===== src/rtl/qinfen_timer_pkg.sv =====
// Shared offsets, CTRL bit positions and the byte-lane merge helper for the
// qinfen timer register bank.
package qinfen_timer_pkg;

    localparam int unsigned CTRL_OFS     = 32'h000;
    localparam int unsigned RELOAD_OFS   = 32'h004;
    localparam int unsigned VALUE_OFS    = 32'h008;
    localparam int unsigned INTSTAT_OFS  = 32'h00C;
    localparam int unsigned ID_OFS       = 32'h010;
    localparam int unsigned PRESCALE_OFS = 32'h014;

    localparam int EN_BIT      = 0;
    localparam int INTEN_BIT   = 1;
    localparam int ONESHOT_BIT = 2;

    localparam int PRESCALE_W = 8;

    // Replace only the byte lanes whose strobe is set.
    function automatic logic [31:0] merge_bytes(input logic [31:0] cur,
                                                input logic [31:0] wr,
                                                input logic [3:0]  strb);
        logic [31:0] res;
        res = cur;
        for (int i = 0; i < 4; i++) begin
            if (strb[i]) res[i*8 +: 8] = wr[i*8 +: 8];
        end
        return res;
    endfunction

endpackage


===== src/rtl/qinfen_apb3_timer_regs_if.sv =====
// Register-side strobes coming out of the APB3 slave front end.
interface qinfen_apb3_timer_regs_if #(
    parameter int ADDRWIDTH = 12
) ();
    logic [ADDRWIDTH-1:0] addr;
    logic                 read_en;
    logic                 write_en;
    logic [3:0]           byte_strobe;
    logic [31:0]          wdata;
    logic [31:0]          rdata;

    modport master (output addr, read_en, write_en, byte_strobe, wdata, input rdata);
    modport slave  (input addr, read_en, write_en, byte_strobe, wdata, output rdata);
endinterface


===== src/rtl/qinfen_timer_counter.sv =====
// 32-bit down-counter with reload/one-shot handling and the expiry pulse.
// Optional prescaler: QINFEN_TIMER_PRESCALER_EN.
module qinfen_timer_counter
    import qinfen_timer_pkg::*;
(
    input  logic                  pclk,
    input  logic                  presetn,
    input  logic                  en,
    input  logic                  oneshot,
    input  logic                  value_we,
    input  logic [31:0]           value_wdata,
    input  logic [31:0]           reload,
`ifdef QINFEN_TIMER_PRESCALER_EN
    input  logic [PRESCALE_W-1:0] prescale,
    input  logic                  prescale_we,
`endif
    output logic [31:0]           value,
    output logic                  expire
);

    logic [31:0] value_q, value_d;
    logic        tick;

`ifdef QINFEN_TIMER_PRESCALER_EN
    logic [PRESCALE_W-1:0] pre_cnt_q, pre_cnt_d;

    // Tick once every (prescale+1) enabled cycles; counter restarts when disabled or reprogrammed.
    always_comb begin
        tick      = en && (pre_cnt_q == prescale);
        pre_cnt_d = pre_cnt_q + 1'b1;
        if (!en || prescale_we || tick) pre_cnt_d = '0;
    end

    // Prescale counter register.
    always_ff @(posedge pclk) begin
        if (!presetn) pre_cnt_q <= '0;
        else          pre_cnt_q <= pre_cnt_d;
    end
`else
    assign tick = en;
`endif

    // A software write consumes the tick: no decrement and no expiry that cycle.
    always_comb begin
        value_d = value_q;
        expire  = 1'b0;
        if (value_we) begin
            value_d = value_wdata;
        end else if (tick) begin
            if (value_q != 32'd0) begin
                value_d = value_q - 32'd1;
            end else begin
                expire = 1'b1;
                if (!oneshot) value_d = reload;
            end
        end
    end

    // Counter register.
    always_ff @(posedge pclk) begin
        if (!presetn) value_q <= '0;
        else          value_q <= value_d;
    end

    assign value = value_q;

endmodule


===== src/rtl/qinfen_apb3_timer_regs.sv =====
// Timer register bank: address decode, byte-strobe merge, read mux, INTSTAT
// and the registered interrupt. Optional PRESCALE register: QINFEN_TIMER_PRESCALER_EN.
module qinfen_apb3_timer_regs
    import qinfen_timer_pkg::*;
#(
    parameter int          ADDRWIDTH = 12,
    parameter logic [31:0] ID_VALUE  = 32'h5154_0001
) (
    input  logic                     pclk,
    input  logic                     presetn,
    qinfen_apb3_timer_regs_if.slave  bus,
    output logic                     timer_int
);

    logic [ADDRWIDTH-1:0] addr_aligned;
    logic sel_ctrl, sel_reload, sel_value, sel_intstat, sel_id;

    logic [2:0]  ctrl_q, ctrl_d;
    logic [31:0] reload_q, reload_d;
    logic        intstat_q, intstat_d;
    logic        timer_int_q, timer_int_d;
    logic [31:0] rdata_q, rdata_d;
    logic [31:0] rd_mux;

    logic        ctrl_we, value_we, w1c;
    logic [31:0] value_q, value_wdata;
    logic        expire;

    assign addr_aligned = bus.addr & ~ADDRWIDTH'(3);
    assign sel_ctrl     = (addr_aligned == ADDRWIDTH'(CTRL_OFS));
    assign sel_reload   = (addr_aligned == ADDRWIDTH'(RELOAD_OFS));
    assign sel_value    = (addr_aligned == ADDRWIDTH'(VALUE_OFS));
    assign sel_intstat  = (addr_aligned == ADDRWIDTH'(INTSTAT_OFS));
    assign sel_id       = (addr_aligned == ADDRWIDTH'(ID_OFS));

    assign ctrl_we     = bus.write_en && sel_ctrl && bus.byte_strobe[0];
    assign value_we    = bus.write_en && sel_value && (|bus.byte_strobe);
    assign value_wdata = merge_bytes(value_q, bus.wdata, bus.byte_strobe);
    assign w1c         = bus.write_en && sel_intstat && bus.byte_strobe[0] && bus.wdata[0];

`ifdef QINFEN_TIMER_PRESCALER_EN
    logic                  sel_prescale;
    logic                  prescale_we;
    logic [PRESCALE_W-1:0] prescale_q, prescale_d;

    assign sel_prescale = (addr_aligned == ADDRWIDTH'(PRESCALE_OFS));
    assign prescale_we  = bus.write_en && sel_prescale;

    // PRESCALE lives in byte 0 only.
    always_comb begin
        prescale_d = prescale_q;
        if (prescale_we && bus.byte_strobe[0]) prescale_d = bus.wdata[PRESCALE_W-1:0];
    end

    // PRESCALE register.
    always_ff @(posedge pclk) begin
        if (!presetn) prescale_q <= '0;
        else          prescale_q <= prescale_d;
    end
`endif

    qinfen_timer_counter u_counter (
        .pclk        (pclk),
        .presetn     (presetn),
        .en          (ctrl_q[EN_BIT]),
        .oneshot     (ctrl_q[ONESHOT_BIT]),
        .value_we    (value_we),
        .value_wdata (value_wdata),
        .reload      (reload_q),
`ifdef QINFEN_TIMER_PRESCALER_EN
        .prescale    (prescale_q),
        .prescale_we (prescale_we),
`endif
        .value       (value_q),
        .expire      (expire)
    );

    // Read mux; unmapped offsets return zero.
    always_comb begin
        rd_mux = '0;
        if      (sel_ctrl)    rd_mux = {29'b0, ctrl_q};
        else if (sel_reload)  rd_mux = reload_q;
        else if (sel_value)   rd_mux = value_q;
        else if (sel_intstat) rd_mux = {31'b0, intstat_q};
        else if (sel_id)      rd_mux = ID_VALUE;
`ifdef QINFEN_TIMER_PRESCALER_EN
        else if (sel_prescale) rd_mux = 32'(prescale_q);
`endif
    end

    // Next-state for CTRL, RELOAD, INTSTAT, interrupt and read data.
    always_comb begin
        ctrl_d = ctrl_q;
        if (ctrl_we) begin
            ctrl_d = bus.wdata[2:0];
        end else if (expire && ctrl_q[ONESHOT_BIT]) begin
            ctrl_d[EN_BIT] = 1'b0;
        end

        reload_d = reload_q;
        if (bus.write_en && sel_reload) reload_d = merge_bytes(reload_q, bus.wdata, bus.byte_strobe);

        // Hardware set beats a simultaneous W1C.
        intstat_d   = expire | (intstat_q & ~w1c);
        timer_int_d = intstat_q & ctrl_q[INTEN_BIT];

        rdata_d = rdata_q;
        if (bus.read_en) rdata_d = rd_mux;
    end

    // Register bank state.
    always_ff @(posedge pclk) begin
        if (!presetn) begin
            ctrl_q      <= '0;
            reload_q    <= '0;
            intstat_q   <= 1'b0;
            timer_int_q <= 1'b0;
            rdata_q     <= '0;
        end else begin
            ctrl_q      <= ctrl_d;
            reload_q    <= reload_d;
            intstat_q   <= intstat_d;
            timer_int_q <= timer_int_d;
            rdata_q     <= rdata_d;
        end
    end

    assign bus.rdata = rdata_q;
    assign timer_int = timer_int_q;

endmodule


===== src/flat_wrapper.sv =====
// flat-port wrapper written by rule: the top's interface ports become plain ports
module qinfen_apb3_timer_regs_flat import qinfen_timer_pkg::*;
#(
    parameter int          ADDRWIDTH = 12,
    parameter logic [31:0] ID_VALUE  = 32'h5154_0001
)
  (pclk, presetn, timer_int, bus_addr, bus_read_en, bus_write_en, bus_byte_strobe, bus_wdata, bus_rdata);
  qinfen_apb3_timer_regs_if #(.ADDRWIDTH(ADDRWIDTH)) bus_i ();
  input  logic pclk;
  input  logic presetn;
  output logic timer_int;
  input wire logic [$bits(bus_i.addr)-1:0] bus_addr;
  input wire logic [$bits(bus_i.read_en)-1:0] bus_read_en;
  input wire logic [$bits(bus_i.write_en)-1:0] bus_write_en;
  input wire logic [$bits(bus_i.byte_strobe)-1:0] bus_byte_strobe;
  input wire logic [$bits(bus_i.wdata)-1:0] bus_wdata;
  output wire logic [$bits(bus_i.rdata)-1:0] bus_rdata;
  assign bus_i.addr = bus_addr;
  assign bus_i.read_en = bus_read_en;
  assign bus_i.write_en = bus_write_en;
  assign bus_i.byte_strobe = bus_byte_strobe;
  assign bus_i.wdata = bus_wdata;
  assign bus_rdata = bus_i.rdata;
  qinfen_apb3_timer_regs #(.ADDRWIDTH(ADDRWIDTH), .ID_VALUE(ID_VALUE)) u_core (.pclk(pclk), .presetn(presetn), .bus(bus_i), .timer_int(timer_int));
endmodule

===== config.mk =====
export PLATFORM = sky130hd
export DESIGN_NAME = qinfen_apb3_timer_regs_flat
export DESIGN_NICKNAME = d
export VERILOG_FILES = /design/src/rtl/qinfen_timer_pkg.sv /design/src/rtl/qinfen_apb3_timer_regs_if.sv /design/src/rtl/qinfen_timer_counter.sv /design/src/rtl/qinfen_apb3_timer_regs.sv /design/src/flat_wrapper.sv
export SDC_FILE = /design/constraint.sdc
export NUM_CORES = 1
export LEC_CHECK = 0
export ABC_AREA = 0
export BUFFER_PORTS_ARGS = -buffer_cell sky130_fd_sc_hd__buf_2
export CORE_ASPECT_RATIO = 0.7
export CORE_MARGIN = 8
export CORE_UTILIZATION = 35
export DETAILED_ROUTE_END_ITERATION = 6
export PLACE_DENSITY = 0.56
export SYNTH_ARGS = -nofsm -noshare
export SYNTH_HDL_FRONTEND = slang
export SYNTH_SLANG_ARGS = --single-unit

===== constraint.sdc =====
create_clock -name pclk -period 7 [get_ports pclk]
set_input_delay 2.1 -clock pclk [delete_from_list [all_inputs] [get_ports pclk]]
set_output_delay 2.1 -clock pclk [all_outputs]
set_load 0.02 [all_outputs]

# ---- After elaboration in Yosys (flattened, before gate mapping)
# Index checks and enable logic that the tools add are counted.
dict set report word_totals {
  reg_bits 101
  ram_bits 0
  in_bits 52
  rom_bits 0
  mem_count 0
  word_cells 67
  latch_bits 0
}
dict set report op_classes {
  n_lt_le_gt_ge 0
  mux 18
  bitwise_logic 4
  multipliers 0
  add_sub_neg 1
  n_reduce_logical 22
  shifts 0
  div_mod_pow 0
  n_eq_ne 9
}
# operator n
set ops {}
lappend ops {{$mux W32} 8}
lappend ops {{$mux W8} 4}
lappend ops {{$reduce_bool A32 Y1} 1}
lappend ops {{$sub A32 B1 Y32 const B} 1}
lappend ops {{$mux W31} 1}
lappend ops {{$eq A10 B2 Y1 const B} 2}
lappend ops {{$logic_not A12 Y1} 1}
lappend ops {{$reduce_and A3 Y1} 4}
lappend ops {{$eq A10 B1 Y1 const B} 1}
lappend ops {{$eq A10 B3 Y1 const B} 1}
lappend ops {{$logic_and A1 B1 Y1} 9}
lappend ops {{$ne A2 B2 Y1 const B} 4}
lappend ops {{$reduce_and A2 Y1} 4}
lappend ops {{$mux W1} 5}
lappend ops {{$reduce_bool A2 Y1} 2}
lappend ops {{$reduce_or A4 Y1} 1}
lappend ops {{$ne A3 B3 Y1 const B} 1}
lappend ops {{$and A1 B1 Y1} 2}
lappend ops {{$not A1 Y1} 1}
lappend ops {{$or A1 B1 Y1} 1}

# ---- Logic depth before layout (Yosys ltp)
# Gate-level depths: netlist of run 1.
dict set report depth {
  word_depth 7
  ltp_mapped 10
}

# ---- Hierarchy
# A second synthesis of run 1 with hierarchy kept.
dict set report hier_totals {
  cells_unflattened 666
  area_unflattened_um2 5836.8
}
# module cells_per_inst seq_area_each_um2 area_per_inst_um2 n_inst
set modules_own_cells {}
lappend modules_own_cells {qinfen_apb3_timer_regs 338 1381.3 3284.4 1}
lappend modules_own_cells {qinfen_timer_counter 328 640.6 2552.4 1}

# ---- Worst setup path after synthesis of run 1
# OpenSTA, ideal clock, no wires.
dict set report synth_timing {
  path_kind {in2reg}
  startpoint {in bus_addr[6]}
  endpoint {reg u_core.rdata_q[10], in the netlist u_core.bus.rdata[10]}
  path_stages 6
  arrival_time_ns 3.948
  t_required_ns 6.914
  setup_slack_ns 2.967
  path_cell_list {nor4_1 nand2_1 nor3_1 clkbuf_1 a22oi_1 a211oi_1}
}
dict set report synth_via {
  elab_chain_len 5
}
# item line_no
set synth_rtl {}
lappend synth_rtl {{from (decl)} flat_wrapper.sv:12} ;# input wire logic [$bits(bus_i.addr)-1:0] bus_addr;
lappend synth_rtl {{$eq A10 B2 Y1} qinfen_apb3_timer_regs.sv:33} ;# assign sel_intstat = (addr_aligned == ADDRWIDTH'(INTSTAT_OFS));
lappend synth_rtl {{$mux W32} qinfen_apb3_timer_regs.sv:84} ;# else if (sel_intstat) rd_mux = {31'b0, intstat_q};
lappend synth_rtl {{$mux W32} qinfen_apb3_timer_regs.sv:83} ;# else if (sel_value) rd_mux = value_q;
lappend synth_rtl {{$mux W32} qinfen_apb3_timer_regs.sv:82} ;# else if (sel_reload) rd_mux = reload_q;
lappend synth_rtl {{$mux W32 *} qinfen_apb3_timer_regs.sv:81} ;# if (sel_ctrl) rd_mux = {29'b0, ctrl_q};
lappend synth_rtl {{to (signal assigned)} qinfen_apb3_timer_regs.sv:124} ;# rdata_q <= rdata_d;
lappend synth_rtl {{to (decl)} qinfen_apb3_timer_regs.sv:22} ;# logic [31:0] rdata_q, rdata_d;
# Mark *: on every way between the ends. The rest lies on a longest branch, timed or not.
# A chain may end at the register's enable or synchronous reset.

# ---- Worst setup path after layout of run 1
dict set report layout_timing {
  startpoint {in bus_byte_strobe[1]}
  endpoint {reg u_core.u_counter.value_q[15], in the netlist u_core.u_counter.value[15]}
}
dict set report layout_via {
  elab_chain_len 4
}
# item line_no
set layout_rtl {}
lappend layout_rtl {{from (decl)} flat_wrapper.sv:15} ;# input wire logic [$bits(bus_i.byte_strobe)-1:0] bus_byte_strobe;
lappend layout_rtl {{$reduce_or A4 Y1} qinfen_apb3_timer_regs.sv:37} ;# assign value_we = bus.write_en && sel_value && (|bus.byte_strobe);
lappend layout_rtl {{$logic_and A1 B1 Y1} qinfen_apb3_timer_regs.sv:37}
lappend layout_rtl {{$ne A3 B3 Y1 (no source line), or another cell as far along} -}
lappend layout_rtl {{$reduce_and A3 Y1 (no source line)} -}
lappend layout_rtl {{to (signal assigned)} qinfen_timer_counter.sv:62} ;# else value_q <= value_d;
lappend layout_rtl {{to (decl)} qinfen_timer_counter.sv:21} ;# logic [31:0] value_q, value_d;
# Parallel ways exist; a longest one is shown, timed or not.

==> results of run 1 <==
kinds of logic (layout without fill, tap and decap cells):
family	count (synthesis)	in the layout	synth area share
mux	9	9	0.0174
fa+ha+maj	2	2	0.00478
compound gates	219	219	0.273
xor+xnor	14	14	0.0234
flops	101	101	0.386
simple gates	270	270	0.255
buf+inv	51	109	0.0404
per-stage QoR:
step	instances	hold WS (ns)	utilization
after global routing	919	0.483	0.416
after detailed placement	905	0.459	0.394
after CTS	919	0.469	0.416
final	919	0.466	0.416
after floorplan	666	0.441	-
after global placement	905	0.452	0.394
per-layer routing:
metal	up-vias	global-route usage
li1	2567	-
met1	2497	0.252
met2	223	0.261
met3	21	0.0409
met4	0	0.0404
met5	-	0
cell usage after synthesis (all sizes together) (5+ instances only):
master / instances
o21ai: 43
nand2b: 9
a21oi: 57
a31oi: 5
xnor2: 8
a22oi: 23
nand2: 104
or4: 8
nand3: 17
and3: 11
nor3: 15
xor2: 6
clkbuf: 40
mux2i: 8
dfxtp: 101
nor4: 12
o211ai: 14
nor2: 65
or3: 9
a211oi: 38
a21o: 7
buf: 7
nand4: 5
flip-flops by register name, summed over array words and instances, names as in the netlist:
signal,cells
u_core.timer_int,1
u_core.intstat_q,1
u_core.ctrl_q,3
u_core.reload_q,32
u_core.bus.rdata,32
u_core.u_counter.value,32
worst register-to-register path: cells and delay by family, from the launching register on:
| kind | cells | cell delay [ns] |
|---|---|---|
| simple gates | 3 | 1.99 |
| compound gates | 2 | 0.80 |
| flops | 1 | 0.39 |
path summary, 6_finish.rpt:
| check | cells past startpoint | slack, ns | startpoint | endpoint |
|---|---|---|---|---|
| setup / recovery | 8 | 2.21 | bus_byte_strobe[1] | u_core.u_counter.value[15]$_SDFFE_PN0P_ |
| setup reg to reg | 5 | 3.70 | u_core.u_counter.value[12]$_SDFFE_PN0P_ | u_core.u_counter.value[26]$_SDFFE_PN0P_ |
| hold / removal | 2 | 0.47 | u_core.reload_q[10]$_SDFFE_PN0P_ | u_core.reload_q[10]$_SDFFE_PN0P_ |
| hold reg to reg | 2 | 0.47 | u_core.reload_q[10]$_SDFFE_PN0P_ | u_core.reload_q[10]$_SDFFE_PN0P_ |
area by class of cell:
cell class | instances | area (µm²)
Fill cell | 1504 | 8560
Multi-Input combinational cell | 514 | 3020
Sequential cell | 101 | 2020
Timing Repair Buffer | 91 | 478
Tap cell | 195 | 244
Clock buffer | 10 | 239
Clock inverter | 4 | 97.6
Inverter | 4 | 15.0
where the power goes:
group | internal (µW) | leakage (µW) | switching (µW)
Clock | 355 | 0.000161 | 218
Combinational | 26.5 | 0.00131 | 52.0
Sequential | 582 | 0.000818 | 3.48
Total | 964 | 0.00229 | 273
==> flow_summary.ini, run 1 <==
[routing]
drc = 0
first_iter_violations = 533
wl_met3_um = 1340
wl_um = 17200
wl_met1_um = 8320
via_per_inst = 5.78
wl_per_cell_um = 18.8
drt_pass1_iterations = 5
topRoutingLayerUsed = met4
wl_met2_um = 7350
num_vias = 5308
ant_nets = 0

[sta]
rsz0062_at_grt = false
setup_viol = 0
finClkSkew_ns = 0.0106
layout_min_cycle_time_ns = 4.79
maxSlewViolCount = 0
hold_violations = 0
tns_ns = 0
slew_headroom = 0.123
max_freq_ghz = 0.209
fin_crit_sh = 0.685
worst_slew_pin_slew_ns = 1.30
setup_slack_ns = 2.21

[critical_path]
critical_path_required_ns = 7.27
slowest_stage = o21ai_0
critical_path_peak_fanout = 20
cp_cell_sequence = buf_2 > or4_1 > nand4_1 > buf_4 > nand2_1 > o21ai_0 > o221ai_1 > a21oi_1
start_kind = input port
cpPeakStageDelay_ns = 1.10
cp-end-kind = register
cp_top_family = compound AO/OA/AOI/OAI gates
worstPathArrival_ns = 5.06
path_class = in -> reg
path_buf_inv = 2

[final_layout]
layout.nets = 775
layout_common_cells = 104 x nand2_1, 101 x dfxtp_1, 82 x buf_2
area_delta_synth_final_pct = 16.7
drive_gt1_frac = 0.173
design_area_um2 = 6110
antenna_cells = 0
mostFrequentLayoutCell = nand2_1

[floorplan]
die-area_um2 = 19200
die_y_um = 118
pin_count = 85
initial_core_util = 0.357
row_count = 37
die_x_um = 162
coreArea_um2 = 14700

[synthesis]
synth_cell_types = 65
syn-num-nets = 720
synth_top_area_cell = dfxtp_1
syn-cell-area_um2 = 5240
postSynthAreaPerCell_um2 = 7.87
synth_area_leaders = dfxtp_1 39%, nand2_1 7.5%, a21oi_1 5.4%
yosysSeqAreaShare = 0.386
yosysWarnings = 0
synth_top_area_frac = 0.386
synth-edff-count = 0
syn_inst = 666
ys_ff_latch = 101
async_reset_ff_frac = 0
synth_top_flop_cell = dfxtp_1

[global_routing]
overflow = 0
grt_max_degree = 65
grt_pass1_wl_um = 27600
grt_usage = 0.176
grt_pass1_vias = 5073
antenna_found_initial = 0

[cts]
numCtsBuffers = 9
clockBufferDepth = 2
postCtsSetupRepairBufs = 0
insertion_delay_ns = 0.34
clk_pin_slew_worst_paths_ns = 0.07
clock-root-buffer = clkbuf_16
cts_sinks = 101
cts_tree = yes
holdBufCountCts = 0
cts_resized = 0
cts_max_level = 3

[placed_design]
gp_congestion = 0.912
io_buffers = 82
hpwl_um = 11800
place_area_um2 = 5780
dp_slack_ns = 1.98

[min_path]
hold_path_class = reg -> reg

[power]
total_power_uw = 1240
p_per_area_nw_per_um2 = 202
leakage_uw = 0.00229
peakVddDrop_mv = 0.0964

[flow_run]
maxCapViolations = 0

[run_status]
status = complete, no violations
No activity file was read; power rests on OpenSTA's default activity.
==> run 2, diff against run 1 <==
--- a/config.mk
+++ b/config.mk
@@ -11,7 +11,7 @@
 export CORE_MARGIN = 8
 export CORE_UTILIZATION = 35
 export DETAILED_ROUTE_END_ITERATION = 6
-export PLACE_DENSITY = 0.56
+export PLACE_DENSITY = 0.58
 export SYNTH_ARGS = -nofsm -noshare
 export SYNTH_HDL_FRONTEND = slang
 export SYNTH_SLANG_ARGS = --single-unit
==> constraint.sdc (replaced) <==
create_clock -name pclk -period 3.9 [get_ports pclk]
set_input_delay 1.17 -clock pclk [delete_from_list [all_inputs] [get_ports pclk]]
set_output_delay 1.17 -clock pclk [all_outputs]
set_load 0.02 [all_outputs]
==> run 2 against run 1 <==
Against the previous run: first-iteration DRC count is 0.94% lower; flip-flop and latch count did not move; routed wire length increased by 1.5%; count of clock-buffer cells in the layout fell by 1; worst hold slack better by 0.0018 ns; non-clock buffer count up 14; final area rose by 1.7%; largest cell class unchanged.
==> flow_summary.ini, run 2 (synthesis gave the netlist of run 1 again) <==
[final_layout]
area_delta_synth_final_pct = 18.7
final_cells = 935
layout_common_cells = 104 x nand2_1, 101 x dfxtp_1, 82 x buf_2
fill_cells = 1495
mostFrequentLayoutCell = nand2_1
layout.nets = 789
drive_gt1_frac = 0.191
fin_util = 0.424
antenna_cells = 0

[sta]
setup_viol = 0
finClkSkew_ns = 0.00511
hold_violations = 0
timing.hold.ws_ns = 0.468
worst_slew_pin_slew_ns = 0.683
tns_ns = 0
slew_headroom = 0.545
maxSlewViolCount = 0
fin_crit_sh = 0.803
max_freq_ghz = 0.319
rsz0062_at_grt = false
layout_min_cycle_time_ns = 3.13

[floorplan]
coreArea_um2 = 14700
die-area_um2 = 19200
initial_core_util = 0.357
die_x_um = 162
die_y_um = 118
pin_count = 85
row_count = 37

[placed_design]
gp_congestion = 0.875
hpwl_um = 12300
io_buffers = 82
placedCellCount = 919

[routing]
first_iter_violations = 528
via_per_inst = 5.78
wl_um = 17500
num_vias = 5408
drc = 0
drt_pass1_iterations = 5
ant_nets = 0
wl_per_cell_um = 18.7

[power]
peakVddDrop_mv = 0.219
leakage_uw = 0.00236
total_power_uw = 2190
p_per_area_nw_per_um2 = 352

[cts]
cts_tree = yes
cts_resized = 0
clock-root-buffer = clkbuf_16
insertion_delay_ns = 0.35
clockBufferDepth = 2
holdBufCountCts = 0
cts_max_level = 3
postCtsSetupRepairBufs = 0
cts_sinks = 101
clk_pin_slew_worst_paths_ns = 0.07
numCtsBuffers = 9

[critical_path]
rrSetupSlack_ns = 0.95
cpPeakStageDelay_ns = 0.62
start_kind = input port
cp_cell_sequence = buf_2 > nor4bb_1 > and4_1 > nand2_1 > o21ai_1 > nor2_1 > a211oi_1
critical_path_required_ns = 4.16
critical_path_peak_fanout = 10
slowest_stage = nor4bb_1
r2r-end = u_core.u_counter.value[19]$_SDFFE_PN0P_
r2r-start = u_core.u_counter.value[12]$_SDFFE_PN0P_
path_class = in -> reg
rr_worst_depth = 6
worstPathArrival_ns = 3.39
cp-end-kind = register

[run_status]
status = complete, no violations

[global_routing]
grt_usage = 0.181
grt_pass1_vias = 5288
grt_max_degree = 36
antenna_found_initial = 0
overflow = 0
grt_pass1_wl_um = 28200

[min_path]
min-delay-start = u_core.bus.rdata[24]$_SDFFE_PN0P_
holdPathEnd = u_core.bus.rdata[24]$_SDFFE_PN0P_
hold_path_class = reg -> reg
hold_path_depth = 2

[flow_run]
maxCapViolations = 0
run 2: changes by cell type in the layout (fill, tap and decap cells not counted):
cell	delta
clkinv_2	+1
inv_6	+2
buf_4	+13
bufinv_16	-1
clkbuf_8	-1
buf_12	+1
clkinvlp_4	+1
run 2: metal layers:
layer,track usage,part of all wire,up-vias
met4,0.0456,0.0083,0
li1,-,-,2594
met5,0,0,-
met3,0.0413,0.077,13
met1,0.254,0.48,2586
met2,0.272,0.44,215
run 2: how the worst max path moves through the flow:
stage | start | endpoint | cells after the start
global placement | bus_write_en | u_core.u_counter.value[7]$_SDFFE_PN0P_ | 7
CTS | bus_write_en | u_core.u_counter.value[1]$_SDFFE_PN0P_ | 7
detailed placement | bus_write_en | u_core.u_counter.value[1]$_SDFFE_PN0P_ | 7
finish | bus_write_en | u_core.u_counter.value[1]$_SDFFE_PN0P_ | 7
global route | bus_write_en | u_core.u_counter.value[1]$_SDFFE_PN0P_ | 7
floorplan | bus_addr[6] | u_core.bus.rdata[10]$_SDFFE_PN0P_ | 6
run 2: cell type report:
cell class | count | area [µm²] | share of cell area
clock inverter | 7 | 97.6 | 0.0157
clock buffer | 9 | 225 | 0.0362
sequential | 101 | 2020 | 0.325
timing repair buffer | 105 | 596 | 0.0958
multi-input combinational | 514 | 3020 | 0.485
inverter | 4 | 15.0 | 0.00242
tap | 195 | 244 | 0.0393
run 2: where the power goes:
| part | switching (µW) | internal [µW] | total (µW) |
|---|---|---|---|
| clock network | 427 | 566 | 994 |
| registers | 6.04 | 1040 | 1050 |
| logic | 94.1 | 49.1 | 143 |
| total | 528 | 1660 | 2190 |
run 2: worst max-delay path, delay by kind of cell:
family / cells / cell delay (ns)
buffers and inverters: 1 / 0.21
AO/OA/AOI/OAI: 2 / 0.62
AND/OR/NAND/NOR: 4 / 1.39
run 2: metrics by stage:
stage	setup WS, ns	instance area (µm²)
2_1_floorplan	0.797	5240
3_5_place_dp	0.457	5890
3_3_place_gp	0.539	5890
6_report	0.767	6220
4_1_cts	0.833	6220
5_1_grt	0.572	6220
==> run 3, diff against run 2 <==
--- a/config.mk
+++ b/config.mk
@@ -11,7 +11,7 @@
 export CORE_MARGIN = 8
 export CORE_UTILIZATION = 35
 export DETAILED_ROUTE_END_ITERATION = 6
-export PLACE_DENSITY = 0.58
+export PLACE_DENSITY = 0.56
 export SYNTH_ARGS = -nofsm -noshare
 export SYNTH_HDL_FRONTEND = slang
 export SYNTH_SLANG_ARGS = --single-unit
==> constraint.sdc (replaced) <==
create_clock -name pclk -period 3 [get_ports pclk]
set_input_delay 0.9 -clock pclk [delete_from_list [all_inputs] [get_ports pclk]]
set_output_delay 0.9 -clock pclk [all_outputs]
set_load 0.02 [all_outputs]
==> run 3 against run 2 <==
Against the previous run: non-clock buffer count up 15; critical endpoint is now u_core.u_counter.value[17]$_SDFFE_PN0P_; clock skew up 0.0070 ns; global-route usage rose by 0.28 points; via count is 1.5% higher; sequential power rose by 30%; sequential share of layout area fell by 0.48 points; critical path depth shrank 1; final area up 1.5%; flip-flop and latch count unchanged; critical path type is now reg -> reg.
==> flow_summary.ini, run 3 (synthesis gave the netlist of run 1 again) <==
[run_status]
status = complete, no violations

[cts]
clock-root-buffer = clkbuf_16
postCtsSetupRepairBufs = 0
cts_sinks = 101
holdBufCountCts = 0
clockBufferDepth = 2
clk_pin_slew_worst_paths_ns = 0.07
insertion_delay_ns = 0.36
numCtsBuffers = 9
cts_tree = yes
cts_max_level = 3

[final_layout]
layout_common_cells = 104 x nand2_1, 101 x dfxtp_1, 82 x buf_2
antenna_cells = 0
layout.nets = 804
drive_gt1_frac = 0.208
final_cells = 950
mostFrequentLayoutCell = nand2_1
area_delta_synth_final_pct = 20.4

[global_routing]
use_met2 = 0.268
met3_usage = 0.0426
antenna_found_initial = 0
grt_pass1_wl_um = 28800
overflow = 0
grt_pass1_vias = 5386
grtUsageMet1 = 0.259
grt_usage = 0.183
grt_busiest_layer = met2
grt_max_degree = 39

[routing]
first_iter_violations = 415
drc = 0
num_vias = 5488
via_per_inst = 5.78
ant_nets = 0
drt_pass1_iterations = 5
wl_per_cell_um = 18.7
wl_um = 17700

[sta]
setup_viol = 0
slew_headroom = 0.566
fin_crit_sh = 0.923
maxSlewViolCount = 0
max_freq_ghz = 0.361
hold_violations = 0
worst_slew_pin_slew_ns = 0.645
finClkSkew_ns = 0.0121
rsz0062_at_grt = false
timing.hold.ws_ns = 0.465
layout_min_cycle_time_ns = 2.77

[critical_path]
critical_path_required_ns = 3.26
slowest_stage = or4_4
path_class = reg -> reg
cpPeakStageDelay_ns = 0.60
worstPathArrival_ns = 3.03
cp-end-kind = register
start_kind = register
critical_path_peak_fanout = 8
cp_cell_sequence = or4_4 > nor4_4 > and4_1 > o21a_1 > a21oi_1 > a211oi_1

[floorplan]
die_x_um = 162
row_count = 37
coreArea_um2 = 14700
initial_core_util = 0.357
die-area_um2 = 19200
die_y_um = 118
pin_count = 85

[power]
p_per_area_nw_per_um2 = 427
total_power_uw = 2700
peakVddDrop_mv = 0.285
leakage_uw = 0.00243

[min_path]
hold_path_class = reg -> reg

[placed_design]
hpwl_um = 12800
gp_congestion = 0.875
io_buffers = 82
placedCellCount = 934

[flow_run]
maxCapViolations = 0
[run 3: changes by cell type in the layout (fill, tap and decap cells not counted), sizes merged]
cell	previous run	this run
buf	105	120
bufinv	2	0
clkinvlp	2	1
clkinv	1	4
[run 3: timing repair]
item / 4_1_cts / 5_1_grt
endpoints found under the setup margin: 0 / 25
endpoints found under the hold margin: 0 / 0
gates resized for setup: 0 / 1
[run 3: area by class of cell]
type,instances,area (µm²)
multi-input cells,514,3020
fillers,1486,8370
clock buffers,9,225
flip-flops and latches,101,2020
well taps,195,244
clock inverters,7,58.8
repair buffers,120,721
inverters,4,15.0
[run 3: routing by layer]
metal / up-vias / wire length (µm)
met3: 22 / 1270
met4: 0 / 260
li1: 2620 / -
met1: 2634 / 8640
met5: - / 0
met2: 212 / 7570
[run 3: metrics by stage]
step                      utilization  setup slack, ns  cell area [µm²]  setup TNS [ns]
final                           0.430            0.232             6310               0
after global routing            0.430            0.113             6310               0
after CTS                       0.429            0.166             6300               0
after detailed placement        0.410           -0.168             6020           -2.63
after global placement          0.410          -0.0494             6020          -0.129
after floorplan                     -            0.167             5240               0
[run 3: critical path: cells and delay by family, from the launching register on]
| kind | cells | cell delay, ns |
|---|---|---|
| compound gates | 3 | 0.66 |
| flops | 1 | 0.36 |
| simple gates | 3 | 1.65 |
[run 3: report_power, final]
| group | switching (µW) | leakage [µW] | internal (µW) |
|---|---|---|---|
| registers | 8.08 | 0.000818 | 1360 |
| clock network | 563 | 0.000138 | 575 |
| logic | 124 | 0.00147 | 69.6 |
[run 3: path summary, 6_finish.rpt]
| kind | start | end | slack [ns] | cells after the start |
|---|---|---|---|---|
| worst min-delay path | u_core.bus.rdata[18]$_SDFFE_PN0P_ | u_core.bus.rdata[18]$_SDFFE_PN0P_ | 0.47 | 2 |
| worst min register to register | u_core.bus.rdata[18]$_SDFFE_PN0P_ | u_core.bus.rdata[18]$_SDFFE_PN0P_ | 0.47 | 2 |
| worst max register to register | u_core.u_counter.value[15]$_SDFFE_PN0P_ | u_core.u_counter.value[17]$_SDFFE_PN0P_ | 0.23 | 6 |
| worst max-delay path | u_core.u_counter.value[15]$_SDFFE_PN0P_ | u_core.u_counter.value[17]$_SDFFE_PN0P_ | 0.23 | 6 |
